`config.mk`:
```
export PLATFORM = sky130hd
export DESIGN_NAME = control_unpool_2x2
export DESIGN_NICKNAME = d
export VERILOG_FILES = /design/src/rtl/control_unpool_2x2.sv
export SDC_FILE = /design/constraint.sdc
export NUM_CORES = 1
export LEC_CHECK = 0
export CORE_MARGIN = 4
export CORE_UTILIZATION = 46
export DETAILED_ROUTE_END_ITERATION = 8
export HOLD_SLACK_MARGIN = 0.12
export PLACE_DENSITY = 0.75
export SYNTH_ARGS = -nofsm -noshare
export SYNTH_HDL_FRONTEND = slang
export SYNTH_SLANG_ARGS = --single-unit
```
`constraint.sdc`:
```
create_clock -name clk -period 2.3 [get_ports clk]
set_input_delay 0.345 -clock clk [delete_from_list [all_inputs] [get_ports clk]]
set_output_delay 0.345 -clock clk [all_outputs]
set_load 0.005 [all_outputs]
```
`src/rtl/control_unpool_2x2.sv`:
```
// Nearest-neighbour 2x2 unpooling: each pooled pixel is emitted twice per row,
// and each row is replayed once from a line buffer to double the height.
module control_unpool_2x2 #(
    parameter int WIDTH  = 4,
    parameter int HEIGHT = 4,
    parameter int DATA_W = 8
) (
    input  logic              clk,
    input  logic              rst,
    input  logic              valid_in,
    input  logic [DATA_W-1:0] data_in,
    output logic              in_ready,
    output logic              valid_out,
    output logic [DATA_W-1:0] data_out,
    input  logic              out_ready,
    output logic              eol_out,
    output logic              eof_out
);

    localparam int HALF = WIDTH / 2;
    localparam int ROWS = HEIGHT / 2;
    localparam int CW   = $clog2(HALF + 1);
    localparam int RCW  = (HALF > 1) ? $clog2(HALF) : 1;
    localparam int RW   = (ROWS > 1) ? $clog2(ROWS) : 1;

    localparam logic [CW-1:0]  COL_LAST  = CW'(HALF);
    localparam logic [RCW-1:0] RCOL_LAST = RCW'(HALF - 1);
    localparam logic [RW-1:0]  ROW_LAST  = RW'(ROWS - 1);

    typedef enum logic {
        FILL   = 1'b0,
        REPLAY = 1'b1
    } state_t;

    state_t             state, state_nxt;
    logic [CW-1:0]      col, col_nxt;
    logic [RCW-1:0]     rcol, rcol_nxt;
    logic [RW-1:0]      row, row_nxt;
    logic               dup, dup_nxt;
    logic               hold_valid, hold_valid_nxt;
    logic [DATA_W-1:0]  hold;
    logic [DATA_W-1:0]  line_buf [HALF];
    logic               load;
    logic               in_xfer;
    logic               out_xfer;

    // Gated by reset so nothing is accepted while the block is held in reset.
    assign in_ready = rst && (state == FILL) && (col < COL_LAST)
                      && (!hold_valid || (out_ready && dup));
    assign valid_out = (state == REPLAY) ? 1'b1 : hold_valid;
    assign data_out  = (state == REPLAY) ? line_buf[rcol] : hold;
    assign eol_out   = valid_out && dup
                       && (((state == FILL) && (col == COL_LAST))
                           || ((state == REPLAY) && (rcol == RCOL_LAST)));
    assign eof_out   = eol_out && (state == REPLAY) && (row == ROW_LAST);

    assign in_xfer  = valid_in && in_ready;
    assign out_xfer = valid_out && out_ready;

    always_ff @(posedge clk) begin
        if (!rst) begin
            state      <= FILL;
            col        <= '0;
            rcol       <= '0;
            row        <= '0;
            dup        <= 1'b0;
            hold_valid <= 1'b0;
        end else begin
            state      <= state_nxt;
            col        <= col_nxt;
            rcol       <= rcol_nxt;
            row        <= row_nxt;
            dup        <= dup_nxt;
            hold_valid <= hold_valid_nxt;
        end
    end

    always_ff @(posedge clk) begin
        if (load) begin
            hold                     <= data_in;
            line_buf[col[RCW-1:0]]   <= data_in;
        end
    end

    always_comb begin
        state_nxt      = state;
        col_nxt        = col;
        rcol_nxt       = rcol;
        row_nxt        = row;
        dup_nxt        = dup;
        hold_valid_nxt = hold_valid;
        load           = 1'b0;
        case (state)
            FILL: begin
                if (out_xfer && dup && (col == COL_LAST)) begin
                    state_nxt      = REPLAY;
                    rcol_nxt       = '0;
                    dup_nxt        = 1'b0;
                    hold_valid_nxt = 1'b0;
                end else if (in_xfer) begin
                    // May coincide with the second copy leaving: no bubble.
                    load           = 1'b1;
                    hold_valid_nxt = 1'b1;
                    dup_nxt        = 1'b0;
                    col_nxt        = col + CW'(1);
                end else if (out_xfer) begin
                    if (!dup) begin
                        dup_nxt = 1'b1;
                    end else begin
                        hold_valid_nxt = 1'b0;
                    end
                end
            end
            REPLAY: begin
                if (out_xfer) begin
                    dup_nxt = !dup;
                    if (dup) begin
                        if (rcol == RCOL_LAST) begin
                            state_nxt = FILL;
                            col_nxt   = '0;
                            rcol_nxt  = '0;
                            row_nxt   = (row == ROW_LAST) ? '0 : row + RW'(1);
                        end else begin
                            rcol_nxt = rcol + RCW'(1);
                        end
                    end
                end
            end
            default: state_nxt = FILL;
        endcase
    end

endmodule

```
==> run_results.csv, run 1 <==
group,metric,value,unit
global_route,grt_util_met2,21.5,%
layout,multiInputGateArea,399,um2
floorplanning,die-height,61.7,um
global_route,globalRouteMet1Util,18.5,%
synthesis,synthesis.area_per_instance,12.8,um2
place,place_hpwl,1660,um
floorplanning,rows,19,
synthesis,synth_cells,104,
critical_path,r2r_start,"col[0]$_SDFFE_PN0P_",
clock_tree,postCtsSetupRepairBufs,0,
layout,most-common-layout-cells,"sky130_fd_sc_hd__edfxtp_1 (24), sky130_fd_sc_hd__clkdlybuf4s50_1 (23), sky130_fd_sc_hd__nor2_1 (10), sky130_fd_sc_hd__a21oi_1 (10), sky130_fd_sc_hd__mux2i_1 (9)",
critical_path,critical_path_peak_fanout,8,
timing,rsz0062_at_grt,"false",
critical_path,slowest_delay,620,ps
floorplanning,fp.dieArea,3810,um2
timing,timing.hold.ws,499,ps
critical_path,critical_path.reg2reg.endpoint,"hold[0]$_DFFE_PP_",
global_route,gr-total-overflow,0,
layout,layout.area.seq,881,um2
critical_path,crit_required,1960,ps
timing,finalSetupViolations,0,
timing,timing.fmax,0.467,GHz
synthesis,synth_top_flop_cell,"sky130_fd_sc_hd__edfxtp_1",
critical_path,worst-path-buf-inv,1,
min_path,worst_min_delay_path_category,"reg2reg",
clock_tree,tritoncts,"done",
pwr,worst_ir_drop_vdd,0.613,mV
routing,finalWirelength,2300,um
layout,n_antenna_cell,0,
min_path,min-delay-start,"col[0]$_SDFFE_PN0P_",
critical_path,critPathTopFamily,"flip-flops",
timing,finalHoldViolCount,0,
clock_tree,cts-htree-levels,2,
synthesis,yosys_warnings,0,
synthesis,count_of_flip_flops_with_a_built_in_enable_after_synthesis,24,
routing,drt_first_iter_violations,36,
synthesis,async_flop_share,0,%
critical_path,worst-r2r-cell-count,5,
layout,num-nets-final,146,
critical_path,setup.worst_path.end_class,"output pin",
synthesis,netlist-cell-type-count,33,
status,status,"complete, no violations",
critical_path,timing.critical_path.cells,"mux2i_1 -> a21oi_1 -> clkdlybuf4s50_1",
clock_tree,cts_inserted_buffers,5,
global_route,grt_first_pass_wirelength,3860,um
global_route,antenna_found_initial,0,
min_path,min_delay_path_depth,1,
timing,worst_clock_skew,3.93,ps
timing,worst_slew_margin_rel,68.5,%
floorplanning,io_pins,24,
pwr,power_density,726,nW/um2
global_route,number_of_global_route_vias_before_repair,875,
timing,setup_tns,0,ps
clock_tree,clock-sinks,32,
layout,layout_commonest_cell,"sky130_fd_sc_hd__edfxtp_1",
critical_path,ff2ff_setup_slack,400,ps
layout,design_area,1690,um2
floorplanning,core_region_area,2760,um2
place,port_buffers,23,
floorplanning,die_width,61.7,um
pwr,total_power,1.22,mW
floorplanning,initial_utilization,48.2,%
place,dpl_cell_area,1600,um2
synthesis,synth.ff_latch_count,32,
clock_tree,path_clk_slew,100,ps
routing,dr.pass1.iters,4,
critical_path,cp_slowest_cell,"sky130_fd_sc_hd__dfxtp_1",
min_path,hold-path-endpoint,"col[0]$_SDFFE_PN0P_",
timing,timing_max_transition_violations_final,0,
routing,wire_per_inst,13.9,um
layout,number_of_inserted_filler_cells_in_the_final_layout,232,
synthesis,synth.cell_area,1330,um2
synthesis,synth_largest_area_cell,"sky130_fd_sc_hd__edfxtp_1",
synthesis,synth.yosys.seq_area_share,66.3,%
run,maxCapViolCount,0,
global_route,globalRouteTotalUtil,14.7,%
clock_tree,cts.root.buffer_cell,"sky130_fd_sc_hd__clkbuf_4",
clock_tree,worstSkewPairLatency,330,ps
global_route,grt_busiest_layer,"met2",
global_route,grt_start_max_net_pins,21,
routing,drc,0,
critical_path,timing_worst_setup_path_type,"reg2out",
timing,timing.final.crit_period,2140,ps
critical_path,startpoint_type_of_the_worst_setup_path,"flip-flop",
place,place_congestion,0.832,
synthesis,synth_top_area_share,54.2,%
critical_path,worstPathArrival,1800,ps
routing,drtAntennaViolNets,0,
timing,worst_pin_slew,472,ps
routing,detailroute.via_count,886,
routing,post_drt_via_cell_ratio,5.37,
synthesis,synth.area.top_cells,"sky130_fd_sc_hd__edfxtp_1 (54%), sky130_fd_sc_hd__dfxtp_1 (12%), sky130_fd_sc_hd__mux2i_1 (6.8%), sky130_fd_sc_hd__a21oi_1 (3.8%), sky130_fd_sc_hd__nor2_1 (2.8%)",
layout,area_growth_syn_to_layout,26.8,%
timing,period_share,93.2,%
clock_tree,cts_max_path_buffers,2,
synthesis,synthesis.nets,117,
global_route,grt_util_met3,6.40,%
pwr,total_leakage_power,0.589,nW
layout,fraction_of_layout_cells_with_a_size_suffix_above_1,13.4,%
==> per-stage QoR <==
stage / cells / setup WS [ps] / util, %
after floorplan: 104 / 274 / -
after global placement: 157 / 204 / 58.1
after detailed placement: 157 / 168 / 58.1
after CTS: 165 / 91.6 / 61.0
after global routing: 165 / 10.9 / 61.1
final: 165 / 157 / 61.1
==> synth_stat cells (2+ instances only) <==
master / n
sky130_fd_sc_hd__clkbuf_1: 2
sky130_fd_sc_hd__o21ai_0: 4
sky130_fd_sc_hd__inv_1: 3
sky130_fd_sc_hd__edfxtp_1: 24
sky130_fd_sc_hd__and2_1: 2
sky130_fd_sc_hd__mux2i_1: 9
sky130_fd_sc_hd__buf_2: 2
sky130_fd_sc_hd__dfxtp_1: 8
sky130_fd_sc_hd__or2_2: 2
sky130_fd_sc_hd__nand2_1: 4
sky130_fd_sc_hd__a21boi_0: 2
sky130_fd_sc_hd__nand3_1: 3
sky130_fd_sc_hd__a21oi_1: 10
sky130_fd_sc_hd__nor2_1: 10
==> flip-flops by register name, summed over array words and instances (netlist names), named ones only <==
name / flops
col: 2
dup: 1
hold: 8
hold_valid: 1
line_buf: 16
rcol: 1
row: 1
state: 1
==> kinds of logic after synthesis <==
logic type	count (synthesis)	share of synthesized area (%)
flops	32	66.3
simple gates	27	10.5
compound gates	24	11.0
buf+inv	10	3.86
mux	9	6.78
xor+xnor	1	0.659
fa+ha+maj	1	0.941
==> worst register-to-register path: cells and delay by family (launching register included) <==
kind	cells	cell delay [ps]
buffers and inverters	2	370
AOI/OAI and AO/OA	1	230
and+or+nand+nor	1	410
DFF	1	380
adders and majority gates	1	200
==> area by class of cell <==
type	instances	share of cell area (%)
sequential	32	52.3
multi-input combinational	62	23.7
timing repair buffer	29	16.3
clock inverter	3	2.52
tap	31	2.30
clock buffer	5	2.23
inverter	3	0.668
==> per-layer routing <==
layer | share of wire (%) | vias to the layer above | wire, um
li1 | - | 441 | -
met5 | 0 | - | 0
met3 | 5.7 | 4 | 131
met4 | 1.6 | 0 | 37
met1 | 47 | 416 | 1070
met2 | 46 | 25 | 1060
==> report_power, final <==
| group | leakage [nW] | internal (mW) | switching, mW |
|---|---|---|---|
| sequential | 0.286 | 0.661 | 0.0173 |
| clock | 0.0412 | 0.226 | 0.189 |
| combinational | 0.263 | 0.0710 | 0.0590 |
==> worst max-delay path by stage <==
stage | slack (ps) | to | cells past startpoint | startpoint
floorplan | 270 | line_buf[1][0]$_DFFE_PP_ | 6 | col[0]$_SDFFE_PN0P_
global placement | 200 | in_ready | 4 | out_ready
detailed placement | 170 | in_ready | 4 | out_ready
CTS | 90 | eol_out | 6 | col[0]$_SDFFE_PN0P_
global route | 10 | eol_out | 6 | col[0]$_SDFFE_PN0P_
finish | 160 | data_out[0] | 3 | flip-flop
==> repair_timing <==
action / CTS / global route
endpoints found under the setup margin: 0 / 1
hold buffers: 0 / 0
resized for setup: 0 / 2
No activity file was read; power rests on OpenSTA's default activity.
==> inputs of run 2 (changes only) <==
--- a/config.mk
+++ b/config.mk
@@ -5,10 +5,12 @@
 export SDC_FILE = /design/constraint.sdc
 export NUM_CORES = 1
 export LEC_CHECK = 0
+export ABC_AREA = 1
 export CORE_MARGIN = 4
 export CORE_UTILIZATION = 46
 export DETAILED_ROUTE_END_ITERATION = 8
 export HOLD_SLACK_MARGIN = 0.12
+export MAX_ROUTING_LAYER = met4
 export PLACE_DENSITY = 0.75
 export SYNTH_ARGS = -nofsm -noshare
 export SYNTH_HDL_FRONTEND = slang
==> run_results.csv, run 2 <==
group,metric,value,unit
layout,finish.utilization,60.7,%
critical_path,setup.worst_path.end_class,"output pin",
routing,wire_per_inst,14.0,um
layout,most-common-layout-cells,"sky130_fd_sc_hd__edfxtp_1 (24), sky130_fd_sc_hd__clkdlybuf4s50_1 (22), sky130_fd_sc_hd__o21ai_0 (17), sky130_fd_sc_hd__nand2_1 (17), sky130_fd_sc_hd__nor2_1 (13)",
global_route,gr-total-overflow,0,
routing,detailroute.via_count,939,
critical_path,critPathCapture,"eol_out",
synthesis,async_flop_share,0,%
place,place_congestion,0.918,
min_path,worst_min_delay_path_category,"reg2reg",
floorplanning,io_pins,24,
critical_path,worstPathArrival,1800,ps
timing,rsz0062_at_grt,"false",
timing,worst_clock_skew,5.13,ps
routing,finalWirelength,2540,um
layout,area_growth_syn_to_layout,26.6,%
critical_path,critical_path_peak_fanout,3,
synthesis,synth.yosys.seq_area_share,66.7,%
critical_path,r2r_start,"col[0]$_SDFFE_PN0P_",
timing,worst_pin_slew,288,ps
layout,number_of_inserted_filler_cells_in_the_final_layout,228,
global_route,number_of_global_route_vias_before_repair,883,
clock_tree,cts-htree-levels,2,
synthesis,synth.area.top_cells,"sky130_fd_sc_hd__edfxtp_1 (55%), sky130_fd_sc_hd__dfxtp_1 (12%), sky130_fd_sc_hd__o21ai_0 (6.4%), sky130_fd_sc_hd__nand2_1 (4.8%), sky130_fd_sc_hd__nor2_1 (3.7%)",
global_route,antenna_found_initial,0,
clock_tree,cts_max_path_buffers,2,
synthesis,count_of_flip_flops_with_a_built_in_enable_after_synthesis,24,
synthesis,synth_largest_area_cell,"sky130_fd_sc_hd__edfxtp_1",
layout,max_ffs_per_register,16,
critical_path,startpoint_type_of_the_worst_setup_path,"flip-flop",
routing,drtAntennaViolNets,0,
run,maxCapViolCount,0,
routing,drc,0,
floorplanning,fp.dieArea,3790,um2
layout,layout_commonest_cell,"sky130_fd_sc_hd__edfxtp_1",
floorplanning,rows,19,
timing,final.setup.worst_slack,157,ps
global_route,globalRouteTotalUtil,16.2,%
critical_path,ff2ff_setup_slack,630,ps
clock_tree,worstSkewPairLatency,320,ps
critical_path,critical_path.reg2reg.endpoint,"line_buf[0][4]$_DFFE_PP_",
status,status,"complete, no violations",
critical_path,crit_required,1960,ps
clock_tree,clock-sinks,32,
layout,final_cells,181,
critical_path,timing.critical_path.from,"col[0]$_SDFFE_PN0P_",
synthesis,synth_top_area_share,54.5,%
synthesis,synth_cells,118,
global_route,grt_first_pass_wirelength,4080,um
clock_tree,cts.root.buffer_cell,"sky130_fd_sc_hd__clkbuf_4",
floorplanning,initial_utilization,47.9,%
synthesis,netlist-cell-type-count,22,
synthesis,synth_common_cells,"sky130_fd_sc_hd__edfxtp_1 (24), sky130_fd_sc_hd__nand2_1 (17), sky130_fd_sc_hd__o21ai_0 (17)",
timing,finalHoldViolCount,0,
synthesis,yosys_warnings,0,
layout,n_antenna_cell,0,
layout,num-nets-final,163,
clock_tree,cts_hold_buf,0,
routing,dr.pass1.iters,4,
place,port_buffers,23,
timing,timing.final.crit_period,2140,ps
critical_path,worst-r2r-cell-count,8,
pwr,total_leakage_power,0.616,nW
pwr,worst_ir_drop_vdd,0.553,mV
synthesis,synth.ff_latch_count,32,
place,place_worst_setup_slack,277,ps
synthesis,synth_most_common_cell,"sky130_fd_sc_hd__edfxtp_1",
floorplanning,core_region_area,2760,um2
global_route,grt_start_max_net_pins,14,
clock_tree,cts_inserted_buffers,5,
synthesis,synth.cell_area,1320,um2
pwr,power_density,615,nW/um2
floorplanning,die-height,61.6,um
clock_tree,path_clk_slew,90,ps
timing,timing_max_transition_violations_final,0,
timing,period_share,93.2,%
routing,post_drt_via_cell_ratio,5.19,
timing,timing.fmax,0.467,GHz
synthesis,synth_top_flop_cell,"sky130_fd_sc_hd__edfxtp_1",
place,placed_cells_incl_taps,173,
timing,finalSetupViolations,0,
synthesis,synthesis.area_per_instance,11.2,um2
layout,fraction_of_layout_cells_with_a_size_suffix_above_1,15.3,%
routing,drt_first_iter_violations,24,
place,place_hpwl,1790,um
synthesis,synthesis.nets,131,
timing,setup_tns,0,ps
critical_path,timing_worst_setup_path_type,"reg2out",
floorplanning,die_width,61.6,um
timing,timing.hold.ws,513,ps
timing,worst_slew_margin_rel,80.8,%
clock_tree,tritoncts,"done",
## run 2: cell types whose count changed after synthesis, moves of 3 or more
cell / previous run / this run
sky130_fd_sc_hd__nand2_1: 4 / 17
sky130_fd_sc_hd__o21ai_0: 4 / 17
sky130_fd_sc_hd__mux2i_1: 9 / 0
sky130_fd_sc_hd__nor2_1: 10 / 13
sky130_fd_sc_hd__inv_1: 3 / 10
sky130_fd_sc_hd__a21oi_1: 10 / 6
## run 2: repair_timing
action | in CTS | in global routing
gates resized for setup | 1 | 4
buffers inserted | 0 | 1
setup endpoints to repair | 1 | 1
pin swaps | 0 | 0
## run 2: worst min path at each step
stage | from | endpoint | slack (ps) | cells after the start
detailed placement | col[0]$_SDFFE_PN0P_ | col[0]$_SDFFE_PN0P_ | 500 | 2
global placement | col[0]$_SDFFE_PN0P_ | col[0]$_SDFFE_PN0P_ | 450 | 2
finish | col[1]$_SDFFE_PN0P_ | col[1]$_SDFFE_PN0P_ | 510 | 2
CTS | col[0]$_SDFFE_PN0P_ | col[0]$_SDFFE_PN0P_ | 510 | 2
global route | col[1]$_SDFFE_PN0P_ | col[1]$_SDFFE_PN0P_ | 540 | 2
floorplan | col[0]$_SDFFE_PN0P_ | col[0]$_SDFFE_PN0P_ | 440 | 2
## run 2: critical path: stages (launching register included)
cell and delay, ps:
sky130_fd_sc_hd__dfxtp_1 330, sky130_fd_sc_hd__inv_1 100, sky130_fd_sc_hd__ha_2 200, sky130_fd_sc_hd__nor2_1 50, sky130_fd_sc_hd__a21oi_1 130, sky130_fd_sc_hd__nand3_1 120
sky130_fd_sc_hd__inv_1 70, sky130_fd_sc_hd__clkdlybuf4s50_1 490
## run 2: power by group
group	switching, mW	internal [mW]
combinational	0.0460	0.0480
clock	0.174	0.112
sequential	0.00647	0.642
total	0.226	0.802
## run 2: layout make-up
cell class / instances / area (um2) / area share [%]
Sequential cell: 32 / 885 / 52.9
Timing Repair Buffer: 27 / 263 / 15.7
Inverter: 13 / 48.8 / 2.92
Tap cell: 31 / 38.8 / 2.32
Multi-Input combinational cell: 71 / 392 / 23.4
Clock inverter: 1 / 5.00 / 0.299
Clock buffer: 6 / 41.3 / 2.47
## run 2: metal layers
metal | track usage, % | routed length, um | vias to the layer above | part of all wire (%)
met3 | 6.92 | 241 | 5 | 9.5
met1 | 19.7 | 1000 | 420 | 39
met5 | - | 0 | - | 0
li1 | - | - | 473 | -
met2 | 23.8 | 1250 | 41 | 49
met4 | 6.36 | 46 | 0 | 1.8
## run 2: stage by stage
step	area [um2]	power, mW
2_1_floorplan	1320	0.701
3_3_place_gp	1610	0.752
3_5_place_dp	1610	0.756
4_1_cts	1650	1.04
5_1_grt	1670	1.08
6_report	1670	1.03
## run 2: cells by family after synthesis
| kind of cell | count (synthesis) | synth area share, % |
|---|---|---|
| adders and majority gates | 1 | 0.947 |
| buffers and inverters | 15 | 4.26 |
| DFF | 32 | 66.7 |
| AOI/OAI and AO/OA | 29 | 12.3 |
| and+or+nand+nor | 41 | 15.8 |
==> inputs of run 3 (changes only) <==
--- a/config.mk
+++ b/config.mk
@@ -15,3 +15,4 @@
 export SYNTH_ARGS = -nofsm -noshare
 export SYNTH_HDL_FRONTEND = slang
 export SYNTH_SLANG_ARGS = --single-unit
+export TNS_END_PERCENT = 5
==> results of run 3 <==
The final DEF is identical to that of run 2; final timing and power are the same.
